## src/rtl/pc_seq_pkg.sv

```systemverilog
`default_nettype none
// ============================================================================
// Module   : pc_seq_pkg
// Brief    : Shared types and constants for the PC fetch sequencer.
// Revision : 1.0
// ============================================================================
package pc_seq_pkg;

    localparam int XLEN        = 32;
    localparam int INSTR_BYTES = 4;

    typedef enum logic [1:0] {
        ST_IDLE  = 2'd0,
        ST_REQ   = 2'd1,
        ST_WAIT  = 2'd2,
        ST_DRAIN = 2'd3
    } fetch_state_e;

endpackage
`default_nettype wire

```

## src/rtl/pc_increment.sv

```systemverilog
`default_nettype none
// ============================================================================
// Module   : pc_increment
// Brief    : Combinational next-sequential-PC adder (wraps modulo 2^XLEN).
// Revision : 1.0
// ============================================================================
module pc_increment
    import pc_seq_pkg::*;
(
    input  logic [XLEN-1:0] pc_i,
    output logic [XLEN-1:0] pc_o
);

    assign pc_o = pc_i + XLEN'(INSTR_BYTES);

endmodule
`default_nettype wire

```

## src/rtl/pc_fetch_sequencer.sv

```systemverilog
`default_nettype none
// ============================================================================
// Module   : pc_fetch_sequencer
// Brief    : Owns the PC and sequences one-at-a-time instruction fetches.
//            Optional macro PC_MISALIGN_TRAP_EN enables misaligned-redirect traps.
// Revision : 1.0
// ============================================================================
module pc_fetch_sequencer
    import pc_seq_pkg::*;
#(
    parameter logic [31:0] RESET_VECTOR = 32'h0000_0000,
    parameter logic [31:0] TRAP_VECTOR  = 32'h0000_0100
) (
    input  logic            clk,
    input  logic            rst,
    input  logic            stall,
    input  logic            redirect_valid,
    input  logic [XLEN-1:0] redirect_target,
    output logic            imem_req_valid,
    input  logic            imem_req_ready,
    output logic [XLEN-1:0] imem_addr,
    input  logic            imem_rsp_valid,
    output logic            instr_valid,
    output logic [XLEN-1:0] instr_pc,
    output logic            trap_valid,
    output logic [XLEN-1:0] trap_tval
);

    fetch_state_e    state_q, state_d;
    logic [XLEN-1:0] pc_q, pc_d;
    logic [XLEN-1:0] w_pc_plus4;
    logic [XLEN-1:0] w_redirect_pc;
    logic            w_accept;

    pc_increment u_pc_increment (
        .pc_i (pc_q),
        .pc_o (w_pc_plus4)
    );

`ifdef PC_MISALIGN_TRAP_EN
    logic            w_misaligned;
    logic            trap_valid_q;
    logic [XLEN-1:0] trap_tval_q;

    assign w_misaligned  = (redirect_target[1:0] != 2'b00);
    assign w_redirect_pc = w_misaligned ? TRAP_VECTOR : redirect_target;

    always_ff @(posedge clk) begin
        if (rst) begin
            trap_valid_q <= 1'b0;
            trap_tval_q  <= '0;
        end else begin
            trap_valid_q <= redirect_valid && w_misaligned;
            if (redirect_valid && w_misaligned) begin
                trap_tval_q <= redirect_target;
            end
        end
    end

    assign trap_valid = trap_valid_q;
    assign trap_tval  = trap_tval_q;
`else
    // Low bits are dropped so a misaligned target silently rounds down.
    assign w_redirect_pc = redirect_target & ~32'h0000_0003;
    assign trap_valid    = 1'b0;
    assign trap_tval     = '0;

    logic w_unused_trap_vector;
    assign w_unused_trap_vector = ^TRAP_VECTOR;
`endif

    assign imem_req_valid = (state_q == ST_REQ) && !stall;
    assign imem_addr      = pc_q;
    assign w_accept       = imem_req_valid && imem_req_ready;

    // A response coinciding with reset or a redirect is never delivered.
    assign instr_valid = (state_q == ST_WAIT) && imem_rsp_valid && !redirect_valid && !rst;
    assign instr_pc    = (state_q == ST_WAIT) ? pc_q : '0;

    always_comb begin
        state_d = state_q;
        pc_d    = pc_q;
        case (state_q)
            ST_IDLE: begin
                state_d = ST_REQ;
                if (redirect_valid) begin
                    pc_d = w_redirect_pc;
                end
            end
            ST_REQ: begin
                if (redirect_valid) begin
                    pc_d    = w_redirect_pc;
                    state_d = w_accept ? ST_DRAIN : ST_REQ;
                end else if (w_accept) begin
                    state_d = ST_WAIT;
                end
            end
            ST_WAIT: begin
                if (redirect_valid) begin
                    pc_d    = w_redirect_pc;
                    state_d = imem_rsp_valid ? ST_REQ : ST_DRAIN;
                end else if (imem_rsp_valid) begin
                    pc_d    = w_pc_plus4;
                    state_d = ST_REQ;
                end
            end
            ST_DRAIN: begin
                if (redirect_valid) begin
                    pc_d = w_redirect_pc;
                end
                if (imem_rsp_valid) begin
                    state_d = ST_REQ;
                end
            end
            default: begin
                state_d = ST_IDLE;
            end
        endcase
    end

    always_ff @(posedge clk) begin
        if (rst) begin
            state_q <= ST_IDLE;
            pc_q    <= RESET_VECTOR;
        end else begin
            state_q <= state_d;
            pc_q    <= pc_d;
        end
    end

endmodule
`default_nettype wire
```

## config.mk

```make
export PLATFORM = sky130hd
export DESIGN_NAME = pc_fetch_sequencer
export DESIGN_NICKNAME = d
export VERILOG_FILES = /design/src/rtl/pc_seq_pkg.sv /design/src/rtl/pc_increment.sv /design/src/rtl/pc_fetch_sequencer.sv
export SDC_FILE = /design/constraint.sdc
export NUM_CORES = 1
export LEC_CHECK = 0
export BUFFER_PORTS_ARGS = -buffer_cell sky130_fd_sc_hd__buf_2
export CAP_MARGIN = 20
export CORE_AREA = 2 2 80 82
export DETAILED_ROUTE_END_ITERATION = 10
export DIE_AREA = 0 0 82 84
export PLACE_DENSITY = 0.74
export SETUP_SLACK_MARGIN = 0.1
export SYNTH_ARGS = -nofsm -noshare
export SYNTH_HDL_FRONTEND = slang
export SYNTH_SLANG_ARGS = --single-unit
```

## constraint.sdc

```tcl
create_clock -name clk -period 1.9 [get_ports clk]
set_input_delay 0 -clock clk [delete_from_list [all_inputs] [get_ports clk]]
set_output_delay 0 -clock clk [all_outputs]
set_load 0.05 [all_outputs]
```

==> impl_results.md, run 1 <==
* Status: complete, but fails checks
* Failing checks: negative setup slack
* DP Worst Slack at -96.91 ps
* Crit end category: flop
* Yosys cell types at 47
* Most common cell after layout, fill and taps aside: buf_2
* Worst min path class: primary input to flop
* Internal at 1.161 mW
* Fin crit period at roughly 1900 ps
* Die footprint at just under 0.007 mm^2
* Cells after Synth at around 300
* CTS Buf Count at 5
* Seq/Total Area, Yosys at between 20% and 30%
* Max cap viols at 0
* Drt pass-1 iters at 4
* Clock buffer depth at 2
* LEAKAGE at around 1.6 nW
* Period utilization at 101.3%
* Post-Synth Adder-Cell Area at less than 1%
* Yosys top cell by area: dfxtp_1
* Clock tree from TritonCTS: built
* Asr flop ratio synth at 0%
* First-pass GRT wire length at between 10000 and 15000 um
* Comb pwr share at 35.0%
* Congestion Overflow GR at 0
* Mux share of post-synthesis cell area at less than 1%
* Post-Synth XOR/XNOR Area at under 10%
* Sw Share at about two fifths
* Fmax at approximately 520 MHz
* DIE WIDTH at approximately 80 um
* Antenna cell count at 0
* Core Area at 0.006096 mm^2
* Synthesized area at approximately 0.0024 mm^2
* M2 GR Usage at 35.55%
* Normalized max-slew margin at roughly 55%
* Yosys warns at 0
* Final #Nets at about 500
* PwrDens at between 500 and 600 mW/mm^2
* Largest net degree at the start of global routing at 52
* Post-synthesis compound-gate area fraction at 17.08%
* # port buffers at 97
* Syn_area_per_cell at 7.836 um^2
* Ranking of synthesized cells by area: dfxtp_1 27%, buf_4 12%, and2_1 7.7%, a311oi_1 5.9%, nor2_1 4.3%
* Routed wire length at slightly below 8000 um
* Simple-Gate Fraction of Synth Area at 35.17%
* Flop pwr share at 38.9%
* Setup CP Type: flop to flop
* M3 GR Usage at 4.762%
* Total power at about 2 mW
* All-layer global routing usage at a little over a fifth
* Worst-Margin Slew at slightly below 700 ps
* Most frequent cells in the layout: 97 x buf_2, 44 x buf_4, 37 x conb_1
* Critical path launch point type: flop
* Share of the synthesized area in the top cell type at a little over a quarter
* Num ports at approximately 140
* 1st-iter DRT viols at between 100 and 150
* DRC at 0
* Pins Over Slew Limit at 0
* Antenna violations before repair at 0
* EDFF count, synth at 0
* Initial core utilization at 38.69%
* Root Buffer: clkbuf_8
* CP Data Arrival Time at 2110 ps
* Worst setup margin at -24.22 ps
* Area grow syn2layout at 52.94%
* Drt wl/cell at roughly 14 um
* CP Max Fanout at 7
* RSZ-0062 raised after global routing: yes
* HPWL after DPL at ~5200 um
* Share of cells above drive strength 1 at 44.47%
* Final setup violation count at 3
* Clock latency at the later pin of the worst-skew pair at between 200 and 300 ps
* Critical path required time at between 2000 and 2500 ps
* # fillers at 561
* H-tree Lvls at 2
* VDD IR max at around 0.00030 V
* Main flop type after synthesis: dfxtp_1
* Vias in the first global route at 2485
* Register area at between 700 and 800 um^2
* CTS sink cnt at 32
* GR peak layer: met2
* Max Clock Skew at approximately 5.7 ps
* Setup tns final at -29.84 ps
* DR vias/cell at ~5.2
* GP Congestion at roughly 0.88
* Worst-path clk slew at about 70 ps
* Clock share of power at a little over a quarter
* Height of the die at between 80 and 90 um
* Routed vias at about 2800
* Area of the multi-input gates at approximately 0.0016 mm^2
* Met1 Use GR at between 20% and 30%
* Net switching power at just over 0.8 mW
* Synthesized flop and latch total at 32
* Antenna Nets Post-Route at 0
* Fin. Hold Viols at 0
* Largest family of logic cells by synthesized area: simple AND/OR/NAND/NOR gates
* FP Rows at 29
==> flip-flops by register name, indices dropped and copies added (netlist names) <==
register and flops:
state_q 2, imem_addr 30
==> cells by family after synthesis <==
group / count (synthesis)
adders and majority gates: 1
DFF: 32
muxes: 1
buffers and inverters: 58
AOI/OAI and AO/OA: 55
xor gates and xnor gates: 8
and+or+nand+nor: 145
other: 1
==> cell usage after synthesis (all sizes together) (8+ instances only) <==
cell / number
buf: 38
dfxtp: 32
and2: 30
nor2: 27
nand2: 20
a311oi: 16
clkbuf: 13
nand4: 11
o21ai: 11
or4: 11
or3: 10
a211oi: 8
nand3: 8
==> layout make-up <==
type                       count  area share, %
multi-input combinational    247          43.84
timing repair buffer         168          30.18
sequential                    32          20.40
tap                           77          2.671
clock buffer                   7          2.116
inverter                       6         0.6937
clock inverter                 1         0.1041
==> routing by layer <==
metal  up-vias  part of all wire (%)
met4         0                   3.1
met3        22                   7.2
li1       1357                     -
met2       136                    48
met5         -                     0
met1      1297                    41
==> metrics by stage <==
stage               instance area (um^2)  utilization [%]  cells  hold slack, ps
floorplan                           2621                -    337           69.99
global placement                    3009            49.36    482           245.7
detailed placement                  3009            49.36    482           248.4
CTS                                 3467            56.88    529           2.070
global route                        3607            59.17    538           35.10
finish                              3607            59.17    538           24.45
==> worst max-delay path, cell delays in order, from the launching register on <==
cell and delay, ps:
dfxtp_2 330, nand3b_1 170, or4_4 560, buf_6 150, or3_1 350, a311oi_1 270
==> power groups by stage <==
stage          Clock [mW]  Sequential [mW]  Combinational [mW]
2_1_floorplan           0            0.934               0.362
3_3_place_gp            0            0.788               0.585
3_5_place_dp            0            0.791               0.589
4_1_cts             0.523            0.764               0.665
5_1_grt             0.557            0.771               0.731
6_report            0.514            0.767               0.691
==> worst paths after layout <==
check / startpoint / cells past startpoint / to / slack, ps
max reg2reg: state_q[0] / 5 / imem_addr[21] / -20
min: redirect_target[27] / 3 / imem_addr[27] / 20
max: state_q[0] / 5 / imem_addr[21] / -20
min reg2reg: imem_addr[26] / 2 / imem_addr[26] / 530
==> repair_timing <==
item / CTS / global route
setup endpoints to repair: 12 / 18
buffers inserted: 15 / 8
hold buffers: 24 / 1
gates resized for setup: 7 / 12
pin swaps: 13 / 15
endpoints found under the hold margin: 24 / 1
(Power assumes the default switching activity.)
==> run 2: changes to the inputs <==
- CORE_AREA: 2 2 80 82 -> 2 2 73 82
- DIE_AREA: 0 0 82 84 -> 0 0 75 84
- PLACE_DENSITY: 0.74 -> 0.77
- clock period: 1.9 -> 2.1 ns (I/O delays scaled with it)
==> run 2 against run 1 <==
The run ends with negative hold slack left. Power is 10% lower. Global-route usage is 0.89 points higher. Via count is 6.6% lower. Critical path depth stayed put. Non-clock buffer count is 27 lower. Design area is 8.6% lower. Register-to-register slack better by 180 ps. Hold slack worse by 30 ps. Largest cell class unchanged.
==> impl_results.md, run 2 (same netlist as run 1, synthesis figures left out) <==
* Routed vias at 2627 (was 2812)
* Worst path cell trace: nand3b_1 -> or4_4 -> buf_4 -> or3_1 -> a311oi_1 (was nand3b_1 -> or4_4 -> buf_6 -> or3_1 -> a311oi_1)
* Clock tree from TritonCTS: built (unchanged)
* Antenna cell count at 0 (unchanged)
* Max Clock Skew at 8.350 ps (was 5.690 ps)
* CP Data Arrival Time at 2150 ps (was 2110 ps)
* GP Congestion at 0.9174 (was 0.8849)
* Register area at 700.7 um^2 (was 735.7 um^2)
* Critical path required time at 2300 ps (was 2090 ps)
* Clock latency at the later pin of the worst-skew pair at 290 ps (about the same)
* CP top delay family: simple AND/OR/NAND/NOR gates (unchanged)
* Most frequent cells in the layout: 97 x buf_2, 37 x conb_1, 29 x and2_1 (was 97 x buf_2, 44 x buf_4, 37 x conb_1)
* HPWL after DPL at 4910 um (was 5158 um)
* CTS sink cnt at 32 (unchanged)
* DIE WIDTH at 75 um (was 82 um)
* Final setup violation count at 0 (was 3)
* Slowest CP cell: or4_4 (unchanged)
* Finished Cell Area at 0.003298 mm^2 (was 0.003607 mm^2)
* Antenna violations before repair at 0 (unchanged)
* Pins Over Slew Limit at 0 (unchanged)
* Worst-Margin Slew at 632.2 ps (was 676.5 ps)
* Setup tns final at 0 ps (was -29.84 ps)
* # fillers at 521 (was 561)
* RSZ-0062 raised after global routing: yes (unchanged)
* # port buffers at 97 (unchanged)
* Final #Nets at 473 (was 499)
* Routed wire length at 7076 um (was 7766 um)
* Critical path launch point type: flop (unchanged)
* LEAKAGE at 1.449 nW (was 1.606 nW)
* 1st-iter DRT viols at 155 (was 146)
* Root Buffer: clkbuf_8 (unchanged)
* All-layer global routing usage at 22.30% (was 21.41%)
* DRC at 0 (unchanged)
* Vias in the first global route at 2377 (was 2485)
* Core Util, Final at 59.41% (was 59.17%)
* Max reg flops at 30 (unchanged)
* Setup CP Type: flop to flop (unchanged)
* Die footprint at 0.006300 mm^2 (was 0.006888 mm^2)
* Worst hold slack at -5.599 ps (was 24.45 ps)
* Post-DP Area at 0.002854 mm^2 (was 0.003009 mm^2)
* Antenna Nets Post-Route at 0 (unchanged)
* Failing checks: negative hold slack (was negative setup slack)
* Num ports at 137 (unchanged)
* Drt wl/cell at 13.82 um (was 14.43 um)
* Most common cell after layout, fill and taps aside: buf_2 (unchanged)
* Fmax at 513.4 MHz (was 519.7 MHz)
* VDD IR max at 0.0002369 V (was 0.0003035 V)
* Worst-path clk slew at 70 ps (about the same)
* Core Area at 0.005552 mm^2 (was 0.006096 mm^2)
* Fin cells at 512 (was 538)
* Delay of the slowest critical-path stage at 570 ps (was 560 ps)
* Initial core utilization at 42.48% (was 38.69%)
* Congestion Overflow GR at 0 (unchanged)
* Normalized max-slew margin at 57.85% (was 54.90%)
* Clock buffer depth at 2 (unchanged)
* Drt pass-1 iters at 4 (unchanged)
* Fin. Hold Viols at 2 (was 0)
* Fin crit period at 1948 ps (was 1924 ps)
* Max cap viols at 0 (unchanged)
* Status: complete, but fails checks (unchanged)
* Area grow syn2layout at 39.84% (was 52.94%)
* Worst min path class: primary input to flop (unchanged)
* First-pass GRT wire length at 10980 um (was 11720 um)
* H-tree Lvls at 2 (unchanged)
* Largest net degree at the start of global routing at 52 (unchanged)
* Period utilization at 92.75% (was 101.3%)
* Cell count after placement at 470 (was 482)
* Height of the die at 84 um (unchanged)
* FP Rows at 29 (unchanged)
* WP buf/inv at 1 (unchanged)
* Share of cells above drive strength 1 at 37.93% (was 44.47%)
* DR vias/cell at 5.131 (was 5.227)
* CTS Buf Count at 5 (unchanged)
* Total power at 1.772 mW (was 1.973 mW)
* CP Max Fanout at 6 (was 7)
* PwrDens at 537.2 mW/mm^2 (was 546.9 mW/mm^2)
* Crit end category: flop (unchanged)
* Area of the multi-input gates at 0.001505 mm^2 (was 0.001582 mm^2)
==> run 2: power by group <==
group,total [mW],internal (mW),switching [mW]
combinational,0.557,0.143,0.414
sequential,0.711,0.649,0.0625
clock,0.504,0.267,0.237
==> run 2: per-layer routing <==
metal  up-vias  track usage (%)  share of wire [%]
li1       1303                -                  -
met1      1194            26.79                 39
met2       118            38.04                 51
met3        12            4.469                8.4
met4         0            8.279                1.8
met5         -                0                  0
==> run 2: final timing paths <==
kind	start	to	slack (ps)	cells past startpoint
worst max-delay path	state_q[0]	imem_addr[21]	150	5
worst min-delay path	redirect_target[6]	imem_addr[6]	-6	3
worst max register to register	state_q[0]	imem_addr[21]	150	5
worst min register to register	imem_addr[24]	imem_addr[24]	530	2
==> run 2: layout make-up <==
cell class                      instances  area share (%)
Inverter                                6          0.7587
Multi-Input combinational cell        248           45.64
Timing Repair Buffer                  141           26.71
Tap cell                               77           2.921
Clock buffer                            8           2.731
Sequential cell                        32           21.24
==> run 2: worst register-to-register path, stage by stage (launching register included) <==
cell	delay (ps)
dfxtp_2	340
nand3b_1	200
or4_4	570
buf_4	170
or3_1	330
a311oi_1	250
==> run 2: repair_timing <==
action                                 CTS  global route
buffers inserted                         2             5
setup endpoints to repair                2             7
cloned                                   0             1
resized for setup                        0             9
pin swaps                                1             2
endpoints found under the hold margin   26             0
hold buffers                            26             0
==> run 2: stage by stage <==
stage / setup slack [ps] / hold slack [ps]
floorplan: 35.23 / 71.92
global placement: 100.6 / 243.9
detailed placement: 85.49 / 249.0
CTS: 113.8 / 1.141
global route: 52.43 / 3.314
finish: 152.3 / -5.599
